$ cat src/rtl/pwm_capture.sv
// PWM period / high-time measurement receiver with a stuck-line timeout.
// pwm_in is resynchronised into sys_clk and both edges are timed in sys_clk cycles.
module pwm_capture #(
  parameter int               CNT_W   = 20,
  parameter logic [CNT_W-1:0] TIMEOUT = 20'd1_000_000
) (
  input  logic             sys_clk,
  input  logic             sys_rst_n,
  input  logic             pwm_in,
  output logic [CNT_W-1:0] period_out,
  output logic [CNT_W-1:0] high_out,
  output logic             meas_valid,
  output logic             meas_changed,
  output logic             timeout
);

  typedef enum logic [1:0] {ST_ARM, ST_HIGH, ST_LOW, ST_TO} state_t;

  state_t           r_state;
  logic             r_s1, r_s2, r_s3;
  logic [CNT_W-1:0] r_cnt;
  logic [CNT_W-1:0] r_hi_lat;
  logic             r_first;

  logic             w_rise, w_fall, w_at_to, w_diff;
  logic [CNT_W-1:0] w_cnt_inc;

  assign w_rise    = r_s2 & ~r_s3;
  assign w_fall    = ~r_s2 & r_s3;
  assign w_at_to   = (r_cnt == TIMEOUT);
  // Saturate at TIMEOUT so a fall landing exactly on the limit cannot push cnt past it.
  assign w_cnt_inc = w_at_to ? r_cnt : r_cnt + CNT_W'(1);
  assign w_diff    = (r_cnt != period_out) || (r_hi_lat != high_out);

  always_ff @(posedge sys_clk) begin
    if (!sys_rst_n) begin
      // Sync chain resets high so a line already high at release is not a rise.
      r_s1         <= 1'b1;
      r_s2         <= 1'b1;
      r_s3         <= 1'b1;
      r_state      <= ST_ARM;
      r_cnt        <= '0;
      r_hi_lat     <= '0;
      r_first      <= 1'b1;
      period_out   <= '0;
      high_out     <= '0;
      meas_valid   <= 1'b0;
      meas_changed <= 1'b0;
      timeout      <= 1'b0;
    end else begin
      r_s1         <= pwm_in;
      r_s2         <= r_s1;
      r_s3         <= r_s2;
      meas_valid   <= 1'b0;
      meas_changed <= 1'b0;
      case (r_state)
        ST_ARM: begin
          if (w_rise) begin
            r_cnt   <= CNT_W'(1);
            r_state <= ST_HIGH;
          end
        end
        ST_HIGH: begin
          if (w_fall) begin
            r_hi_lat <= r_cnt;
            r_cnt    <= w_cnt_inc;
            r_state  <= ST_LOW;
          end else if (w_at_to) begin
            r_state <= ST_TO;
            timeout <= 1'b1;
            r_first <= 1'b1;
          end else begin
            r_cnt <= w_cnt_inc;
          end
        end
        ST_LOW: begin
          if (w_rise) begin
            period_out   <= r_cnt;
            high_out     <= r_hi_lat;
            meas_valid   <= 1'b1;
            meas_changed <= r_first | w_diff;
            r_first      <= 1'b0;
            timeout      <= 1'b0;
            r_cnt        <= CNT_W'(1);
            r_state      <= ST_HIGH;
          end else if (w_at_to) begin
            r_state <= ST_TO;
            timeout <= 1'b1;
            r_first <= 1'b1;
          end else begin
            r_cnt <= w_cnt_inc;
          end
        end
        ST_TO: begin
          if (w_rise) begin
            r_cnt   <= CNT_W'(1);
            r_state <= ST_HIGH;
          end
        end
        default: r_state <= ST_ARM;
      endcase
    end
  end

endmodule

$ cat config.mk
export PLATFORM = sky130hd
export DESIGN_NAME = pwm_capture
export DESIGN_NICKNAME = d
export VERILOG_FILES = /design/src/rtl/pwm_capture.sv
export SDC_FILE = /design/constraint.sdc
export NUM_CORES = 1
export LEC_CHECK = 0
export ABC_AREA = 1
export CORE_ASPECT_RATIO = 1.75
export CORE_UTILIZATION = 50
export CTS_BUF_LIST = sky130_fd_sc_hd__clkbuf_4 sky130_fd_sc_hd__clkbuf_8
export DETAILED_ROUTE_END_ITERATION = 16
export PLACE_DENSITY_LB_ADDON = 0.25
export SYNTH_ARGS = -nofsm -noshare
export SYNTH_HDL_FRONTEND = slang
export SYNTH_SLANG_ARGS = --single-unit
$ cat constraint.sdc
create_clock -name sys_clk -period 4.6 [get_ports sys_clk]
set_clock_uncertainty 0.05 [all_clocks]
set_input_delay 1.15 -clock sys_clk [delete_from_list [all_inputs] [get_ports sys_clk]]
set_output_delay 1.15 -clock sys_clk [all_outputs]
set_load 0.05 [all_outputs]
* After elaboration in Yosys (flattened, before gate mapping) *
Cells that the tools add are included.

word-level totals
  memory bits (read-only) = 0
  output and inout port bits = 43
  input port bits = 3
  bits in registers = 89
  latch bits = 0
  memories = 0
  logic and storage cells = 55
  RAM bits = 0

cells by class
  bitwise logic cells = 5
  multipliers = 0
  shift-type cells = 0
  add/subtract/negate cells = 1
  mux-type cells = 20
  equal/unequal tests = 8
  reductions and logical operators = 9
  $lt $le $gt $ge = 0
  divide/modulo/power cells = 0

operators by type and width
  operator                 number
  $mux W20                 5
  $pmux W20 S3             1
  $ne A20 B20 Y1           2
  $add A20 B1 Y20 const B  1
  $eq A20 B20 Y1 const B   1
  $mux W2                  4
  $reduce_and A2 Y1        4
  $mux W1                  7
  $pmux W2 S3              1
  $eq A2 B2 Y1 const B     2
  $pmux W1 S2              2
  $reduce_and A3 Y1        1
  $and A1 B1 Y1            2
  $eq A2 B1 Y1 const B     1
  $logic_not A2 Y1         1
  $ne A2 B1 Y1 const B     1
  $ne A2 B2 Y1 const B     1
  $not A1 Y1               2
  $reduce_bool A2 Y1       1
  $reduce_or A2 Y1         1
  $logic_or A1 B1 Y1       1
  $or A1 B1 Y1             1

* Depth between registers and ports, before layout *
Gate-level depths: netlist (run 1).

  depth after elaboration = 5
  mapped depth = 10
  depth with buffers taken out = 9

* Worst setup path before layout (run 1) *
No wires, ideal clock.

  kind = flip-flop to output port
  from = register period_out[13]
  to = output port period_out[13]
  required time = 3.400 ns
  setup slack = 2.766 ns
  path buffers = 0
  arrival time = 0.634 ns
  stages on the path, launching flop included = 1
  cell sequence = dfxtp_1

RTL lines
  element                   RTL line  RTL
  start: declaration        10        output logic [CNT_W-1:0] period_out,
  start signal: assignment  78        period_out <= r_cnt;

No word-level cell between the ends.

* Worst setup path after layout (run 1) *
  from = register period_out[13]
  to = output port period_out[13]

No word-level cell between the ends.

==> flow_metrics.env, run 1 <==
export IMPL_synth_top_family_by_area="simple AND/OR/NAND/NOR gates"
export IMPL_synth_edf_count=0
export IMPL_grt_usage=0.258
export IMPL_maxSlewViolCount=0
export IMPL_drtAntennaViolNets=0
export IMPL_drt_iter0_drc=293
export IMPL_hold_class="flop to flop"
export IMPL_async_flop_share=0
export IMPL_cts_clk_slew_worst_paths_ns=0.09
export IMPL_cts_resized=0
export IMPL_cts_setup_buffers=0
export IMPL_wl_met2_mm=5.85
export IMPL_fill_cells=773
export IMPL_clock_power_share=0.353
export IMPL_netlist_area_mm2=0.00439
export IMPL_wl_met1_mm=4.42
export IMPL_wl_met3_um=360
export IMPL_clk_latency_ns=0.37
export IMPL_seq_power_share=0.552
export IMPL_vias=3923
export IMPL_grt_overflow=0
export IMPL_hpwl_mm=8.76
export IMPL_gp_congestion=0.937
export IMPL_cp_start_kind="flop"
export IMPL_cp_top_family="buffers and inverters"
export IMPL_worst_ep_required_time_ns=3.40
export IMPL_io_buffers=45
export IMPL_numCtsBuffers=9
export IMPL_ys_flop_type="dfxtp_1"
export IMPL_drt_wl_total_mm=11.4
export IMPL_synth_compound_area_frac=0.205
export IMPL_power_density_mw_per_mm2=282
export IMPL_antenna_found_initial=0
export IMPL_clockBufferDepth=2
export IMPL_drt_pre_antenna_iters=6
export IMPL_area_growth_pct=16.0
export IMPL_core_mm2=0.00842
export IMPL_worstSetupEndpointType="output pin"
export IMPL_grt_max_degree=42
export IMPL_cts_hold_buf=0
export IMPL_crit_path_max_incr_delay_ns=0.84
export IMPL_drv_cap=0
export IMPL_clock_sinks=89
export IMPL_synth_seq_area_share=0.406
export IMPL_antennaDiodeCount=0
export IMPL_start_util=0.521
export IMPL_fin_setup_tns_ns=0
export IMPL_top_layer="met4"
export IMPL_ys_warn_count=0
export IMPL_die_area_mm2=0.00917
export IMPL_timing_hold_ws_ns=0.370
export IMPL_rows=44
export IMPL_total_leakage_power_nw=1.84
export IMPL_synthSimpleGateAreaFrac=0.260
export IMPL_status="complete, no violations"
export IMPL_critPathMaxFanout=4
export IMPL_die_h_um=126
export IMPL_period_share=0.618
export IMPL_setup_violations=0
export IMPL_tightestPinTransition_ns=0.656
export IMPL_cts_tree="built"
export IMPL_via_per_inst=5.24
export IMPL_nets=635
export IMPL_die_x_um=72.8
export IMPL_relSlewSlack=0.561
export IMPL_ys_ff_latch=89
export IMPL_grt_pass1_wl_mm=17.7
export IMPL_layout_drive_gt1_share=0.153
export IMPL_postSynthCellCount=583
export IMPL_p_int_mw=1.04
export IMPL_power_frac_comb=0.095
export IMPL_fin_crit_ns=2.84
export IMPL_cts_root_buffer="clkbuf_8"
export IMPL_slowest_stage="clkdlybuf4s50_1"
export IMPL_synth_area_mux_share=0
export IMPL_crit_type="flop to output pin"
export IMPL_cp_cell_sequence="clkdlybuf4s50_1"
export IMPL_ys_types=36
export IMPL_synthAdderAreaFrac=0.0114
export IMPL_htreeDepth=3
export IMPL_syn_num_nets=590
export IMPL_max_freq_mhz=352
export IMPL_cp_num_buf_inv=1
export IMPL_sw_frac_of_total=0.272
export IMPL_ir_drop_mv=0.249
export IMPL_first_global_vias=3679
export IMPL_p_sw_mw=0.390
export IMPL_synth_xor_area_frac=0.0180
export IMPL_hold_viol_final=0
export IMPL_crit_arrival_ns=1.64
export IMPL_rsz0062_at_grt="false"
export IMPL_avgRoutedWirePerCell_um=15.2
export IMPL_io_pins=46
export IMPL_drc_errors=0
export IMPL_syn_area_per_cell_um2=7.53
cell type report:
class	instances	area, um^2	area share
sequential	89	1780	0.350
clock inverter	4	28.8	0.00565
clock buffer	12	153	0.0300
timing repair buffer	50	488	0.0958
inverter	88	330	0.0649
multi-input combinational	390	2170	0.426
tap	115	144	0.0283
kinds of logic after synthesis:
family          count (synthesis)
compound gates                122
simple gates                  255
fa+ha+maj                       4
flops                          89
buf+inv                       104
xor+xnor                        9
cell usage after synthesis, types with 4 or more instances:
library cell | instances | area (um^2)
nand4_1 | 6 | 37.5
o22ai_2 | 30 | 375
nand2_1 | 158 | 593
nand2_2 | 5 | 31.3
xnor2_1 | 5 | 43.8
nand3_1 | 12 | 60.1
clkbuf_1 | 5 | 18.8
dfxtp_1 | 89 | 1780
nor3_1 | 7 | 35.0
nor2_1 | 44 | 165
ha_1 | 4 | 50.1
nor2_2 | 6 | 37.5
nor2_4 | 5 | 56.3
xor2_1 | 4 | 35.0
buf_6 | 5 | 56.3
a21oi_1 | 39 | 195
inv_2 | 6 | 22.5
o21ai_0 | 35 | 175
inv_1 | 82 | 308
o21ai_2 | 10 | 87.6
layer usage:
| metal | vias to the layer above | track usage |
|---|---|---|
| li1 | 1952 | - |
| met1 | 1818 | 0.282 |
| met2 | 112 | 0.444 |
| met3 | 41 | 0.0400 |
| met4 | 0 | 0.181 |
| met5 | - | 0 |
registers in the layout, indices dropped and copies added, names as in the netlist:
name / flops
high_out: 20
period_out: 20
r_cnt: 20
r_hi_lat: 20
r_state: 2
meas_changed: 1
meas_valid: 1
r_first: 1
r_s1: 1
r_s2: 1
r_s3: 1
timeout: 1
worst paths after layout:
check                               startpoint  slack [ns]  depth (start not counted)             end
worst max register to register            r_s2        2.68                          6  period_out[11]
worst min register to register            r_s1        0.37                          1            r_s2
worst min-delay path                      r_s1        0.37                          1            r_s2
worst max-delay path            period_out[13]        1.76                          1  period_out[13]
through the flow:
step	setup WS [ns]	cell area [um^2]	total power, mW	utilization	cells
2_1_floorplan	2.77	4390	0.916	-	583
3_3_place_gp	1.67	4910	0.943	0.583	732
3_5_place_dp	1.62	4910	0.945	0.583	732
4_1_cts	1.74	5090	1.44	0.605	748
5_1_grt	1.72	5090	1.49	0.605	748
6_report	1.76	5090	1.43	0.605	748
cells in the final DEF (no fill, tap or decap), types with 2 or more instances in the layout:
master,Yosys,layout
nor2_2,6,6
nand2_1,158,158
xnor2_1,5,5
nor2_1,44,44
nor3_1,7,7
clkbuf_8,0,10
clkbuf_4,0,2
nand4_1,6,6
nand2_2,5,5
nor3_2,3,3
buf_4,3,5
o22ai_2,30,30
inv_1,82,82
o21ai_1,2,2
clkinvlp_4,0,2
xor2_1,4,4
o211ai_1,2,2
clkdlybuf4s50_1,0,45
nand3_1,12,12
nand3_2,3,3
a21oi_1,39,39
inv_2,6,6
o21ai_2,10,10
ha_1,4,4
nor2_4,5,5
dfxtp_1,89,89
or2_2,2,2
o21ai_0,35,35
power groups by stage:
stage                     logic (mW)  clock network, mW  registers (mW)
final                          0.136              0.506           0.792
after global routing           0.151              0.543           0.793
after CTS                      0.137              0.515           0.792
after detailed placement       0.135                  0           0.810
after global placement         0.133                  0           0.810
after floorplan                0.109                  0           0.807
Note: power is estimated with default switching activity, not from simulation.
==> inputs of run 2 (changes only) <==
- clock period: 4.6 -> 2.86 ns (I/O delays scaled with it)
==> run 2 against run 1 <==
Net effect: first-iteration DRC count increased by 11%; routed wire length decreased by 2.1%; worst setup slack got worse by 1.3 ns; design area increased by 0.93%; die area unchanged; largest cell class unchanged.
==> flow_metrics.env, run 2 (synthesis results as in run 1) <==
export IMPL_via_per_inst=5.09
export IMPL_die_area_mm2=0.00917
export IMPL_cp_depth=1
export IMPL_die_x_um=72.8
export IMPL_timing_hold_ws_ns=0.375
export IMPL_grt_max_degree=41
export IMPL_rr_worst_depth=8
export IMPL_rows=44
export IMPL_relSlewSlack=0.541
export IMPL_cp_cell_sequence="clkdlybuf4s50_1"
export IMPL_hold_class="flop to flop"
export IMPL_clock_sinks=89
export IMPL_worst_ep_required_time_ns=2.10
export IMPL_core_mm2=0.00842
export IMPL_grt_overflow=0
export IMPL_cp_num_buf_inv=1
export IMPL_whs_path_depth=1
export IMPL_max_freq_mhz=422
export IMPL_cts_clk_slew_worst_paths_ns=0.09
export IMPL_io_pins=46
export IMPL_htreeDepth=3
export IMPL_antennaDiodeCount=0
export IMPL_cp_start_kind="flop"
export IMPL_tightestPinTransition_ns=0.688
export IMPL_numCtsBuffers=9
export IMPL_finish_instance_area_mm2=0.00514
export IMPL_drc_errors=0
export IMPL_post_dp_cell_area_mm2=0.00492
export IMPL_area_growth_pct=17.1
export IMPL_cts_setup_buffers=0
export IMPL_avgRoutedWirePerCell_um=14.9
export IMPL_worstSetupEndpointType="output pin"
export IMPL_maxSlewViolCount=0
export IMPL_final_cell_mix="nand2_1 (158), dfxtp_1 (89), inv_1 (82)"
export IMPL_crit_arrival_ns=1.61
export IMPL_first_global_vias=3589
export IMPL_clockBufferDepth=2
export IMPL_critPathMaxFanout=3
export IMPL_drv_cap=0
export IMPL_grt_pass1_wl_mm=17.9
export IMPL_start_util=0.521
export IMPL_drt_wl_total_mm=11.1
export IMPL_hpwl_mm=8.40
export IMPL_layout_drive_gt1_share=0.152
export IMPL_nets=634
export IMPL_drtAntennaViolNets=0
export IMPL_status="complete, no violations"
export IMPL_cts_tree="built"
export IMPL_antenna_found_initial=0
export IMPL_hold_viol_final=0
export IMPL_slowest_stage="clkdlybuf4s50_1"
export IMPL_cts_resized=0
export IMPL_ir_drop_mv=0.357
export IMPL_crit_type="flop to output pin"
export IMPL_grt_usage=0.258
export IMPL_cp_top_family="buffers and inverters"
export IMPL_fin_crit_ns=2.37
export IMPL_layout_cells_most_common="nand2_1"
export IMPL_clk_latency_ns=0.37
export IMPL_power_density_mw_per_mm2=482
export IMPL_setup_violations=0
export IMPL_drt_iter0_drc=325
export IMPL_io_buffers=45
export IMPL_vias=3804
export IMPL_total_leakage_power_nw=1.86
export IMPL_fin_setup_tns_ns=0
export IMPL_rsz0062_at_grt="false"
export IMPL_crit_path_max_incr_delay_ns=0.83
export IMPL_period_share=0.829
export IMPL_die_h_um=126
export IMPL_drt_pre_antenna_iters=5
export IMPL_gp_congestion=0.873
export IMPL_cts_root_buffer="clkbuf_8"
export IMPL_cts_hold_buf=0
## run 2: cell count changes in the layout (fill, tap and decap cells not counted)
cell and change:
buf_4 -2, bufinv_16 +2, clkinvlp_4 -2, buf_12 +1
clkbuf_4 -1, clkinv_2 +1
## run 2: through the flow
step                      total power, mW  worst slack, ns   util  std cells
after CTS                            2.49            0.471  0.610        747
after global routing                 2.57            0.449  0.610        747
after detailed placement             1.52            0.319  0.584        731
after floorplan                      1.47             1.36      -        583
after global placement               1.52            0.386  0.584        731
final                                2.48            0.488  0.610        747
## run 2: final timing paths
path,startpoint,to,slack [ns]
worst max-delay path,period_out[16],period_out[16],0.49
worst min-delay path,r_s1,r_s2,0.37
worst max register to register,r_state[0],r_cnt[4],1.02
worst min register to register,r_s1,r_s2,0.37
## run 2: area by class of cell
cell class	instances	area [um^2]
flip-flops and latches	89	1780
clock buffers	11	145
fillers	805	3280
clock inverters	5	78.8
multi-input cells	390	2170
inverters	88	330
repair buffers	49	493
well taps	115	144
## run 2: where the power goes
group          internal (mW)  switching [mW]
registers               1.26          0.0186
clock network          0.525           0.455
logic                 0.0660           0.155
total                   1.85           0.629
## run 2: metal layers
metal  vias up  wire [um]  share of wire  GRT usage
li1       1949          -              -          -
met1      1747       4540           0.41      0.302
met2        83       5820           0.52      0.447
met3        25        346          0.031     0.0360
met4         0        415          0.037      0.130
met5         -          0              0          0
==> inputs of run 3 (changes only) <==
- clock period: 2.86 -> 2.14 ns (I/O delays scaled with it)
==> run 3 against run 2 <==
Net effect: final cell count increased by 0.67%; combinational power increased by 37%; total power increased by 25%; first-iteration DRC count decreased by 12%; flip-flop and latch count unchanged; worst setup slack got worse by 0.45 ns; design area decreased by 0.68%; sequential share of layout area increased by 0.24 points; clock power increased by 12%; via count increased by 3.3%; die area unchanged.
==> flow_metrics.env, run 3 (synthesis results as in run 1) <==
export IMPL_fin_setup_tns_ns=0
export IMPL_place_inst=736
export IMPL_max_freq_mhz=475
export IMPL_total_leakage_power_nw=2.09
export IMPL_rows=44
export IMPL_grt_max_degree=41
export IMPL_hpwl_mm=8.55
export IMPL_tightestPinTransition_ns=0.513
export IMPL_final_cells=752
export IMPL_hold_class="flop to flop"
export IMPL_drc_errors=0
export IMPL_setup_violations=0
export IMPL_period_share=0.984
export IMPL_fin_crit_ns=2.11
export IMPL_cts_setup_buffers=0
export IMPL_vias=3928
export IMPL_worstSetupEndpointType="output pin"
export IMPL_post_dp_cell_area_mm2=0.00491
export IMPL_relSlewSlack=0.658
export IMPL_hold_viol_final=0
export IMPL_crit_arrival_ns=1.52
export IMPL_crit_path_max_incr_delay_ns=0.81
export IMPL_antennaDiodeCount=0
export IMPL_htreeDepth=3
export IMPL_gp_congestion=0.928
export IMPL_numCtsBuffers=9
export IMPL_nets=639
export IMPL_cp_start_kind="flop"
export IMPL_finish_utilization=0.606
export IMPL_timing_hold_ws_ns=0.369
export IMPL_clk_latency_ns=0.36
export IMPL_drt_pre_antenna_iters=5
export IMPL_ir_drop_mv=0.398
export IMPL_io_buffers=45
export IMPL_drt_wl_total_mm=11.2
export IMPL_grt_usage=0.266
export IMPL_cts_tree="built"
export IMPL_clock_sinks=89
export IMPL_fin_ws_ns=0.0346
export IMPL_slowest_stage="clkdlybuf4s50_1"
export IMPL_core_mm2=0.00842
export IMPL_die_area_mm2=0.00917
export IMPL_fill_cells=803
export IMPL_cp_cell_sequence="clkdlybuf4s50_1"
export IMPL_via_per_inst=5.22
export IMPL_multi_input_area_mm2=0.00217
export IMPL_seqCellArea_mm2=0.00178
export IMPL_critPathMaxFanout=3
export IMPL_layout_cells_most_common="nand2_1"
export IMPL_die_x_um=72.8
export IMPL_rsz0062_at_grt="false"
export IMPL_final_cell_mix="nand2_1 (158), dfxtp_1 (89), inv_1 (82)"
export IMPL_cp_top_family="buffers and inverters"
export IMPL_maxSlewViolCount=0
export IMPL_status="complete, no violations"
export IMPL_first_global_vias=3916
export IMPL_worst_ep_required_time_ns=1.55
export IMPL_antenna_found_initial=0
export IMPL_cts_clk_slew_worst_paths_ns=0.08
export IMPL_grt_pass1_wl_mm=18.5
export IMPL_pre_cts_ws_ns=0.241
export IMPL_drv_cap=0
export IMPL_start_util=0.521
export IMPL_drtAntennaViolNets=0
export IMPL_cp_num_buf_inv=1
export IMPL_power_mw=3.10
export IMPL_finish_instance_area_mm2=0.00510
export IMPL_io_pins=46
export IMPL_grt_overflow=0
export IMPL_layout_drive_gt1_share=0.192
export IMPL_avgRoutedWirePerCell_um=14.9
export IMPL_cts_root_buffer="clkbuf_8"
export IMPL_clockBufferDepth=2
export IMPL_crit_type="flop to output pin"
export IMPL_die_h_um=126
export IMPL_drt_iter0_drc=287
export IMPL_power_density_mw_per_mm2=608
export IMPL_area_growth_pct=16.3
-- run 3: report_power, final --
part | internal [mW] | total, mW | switching [mW]
registers | 1.68 | 1.71 | 0.0258
logic | 0.0956 | 0.302 | 0.207
clock network | 0.497 | 1.10 | 0.599
total | 2.27 | 3.10 | 0.831
-- run 3: metal layers --
metal / track usage / wire length (um) / vias to the layer above
met4: 0.216 / 837 / 0
met2: 0.456 / 5750 / 110
li1: - / - / 1964
met1: 0.290 / 4240 / 1813
met5: 0 / 0 / -
met3: 0.0240 / 344 / 41
-- run 3: path summary, 6_finish.rpt --
path,depth (start not counted),end,from,slack [ns]
worst max register to register,8,r_cnt[4],r_state[0],0.30
worst min-delay path,1,r_s2,r_s1,0.37
worst max-delay path,1,high_out[17],high_out[17],0.03
worst min register to register,1,r_s2,r_s1,0.37
-- run 3: timing repair --
item,4_1_cts,5_1_grt
resized for setup,10,7
hold buffers,0,0
endpoints found under the setup margin,10,7
endpoints found under the hold margin,0,0
-- run 3: area by class of cell --
cell class	instances	area share
clock inverters	4	0.00539
clock buffers	12	0.0311
repair buffers	54	0.0971
multi-input cells	390	0.425
inverters	88	0.0647
well taps	115	0.0282
flip-flops and latches	89	0.349
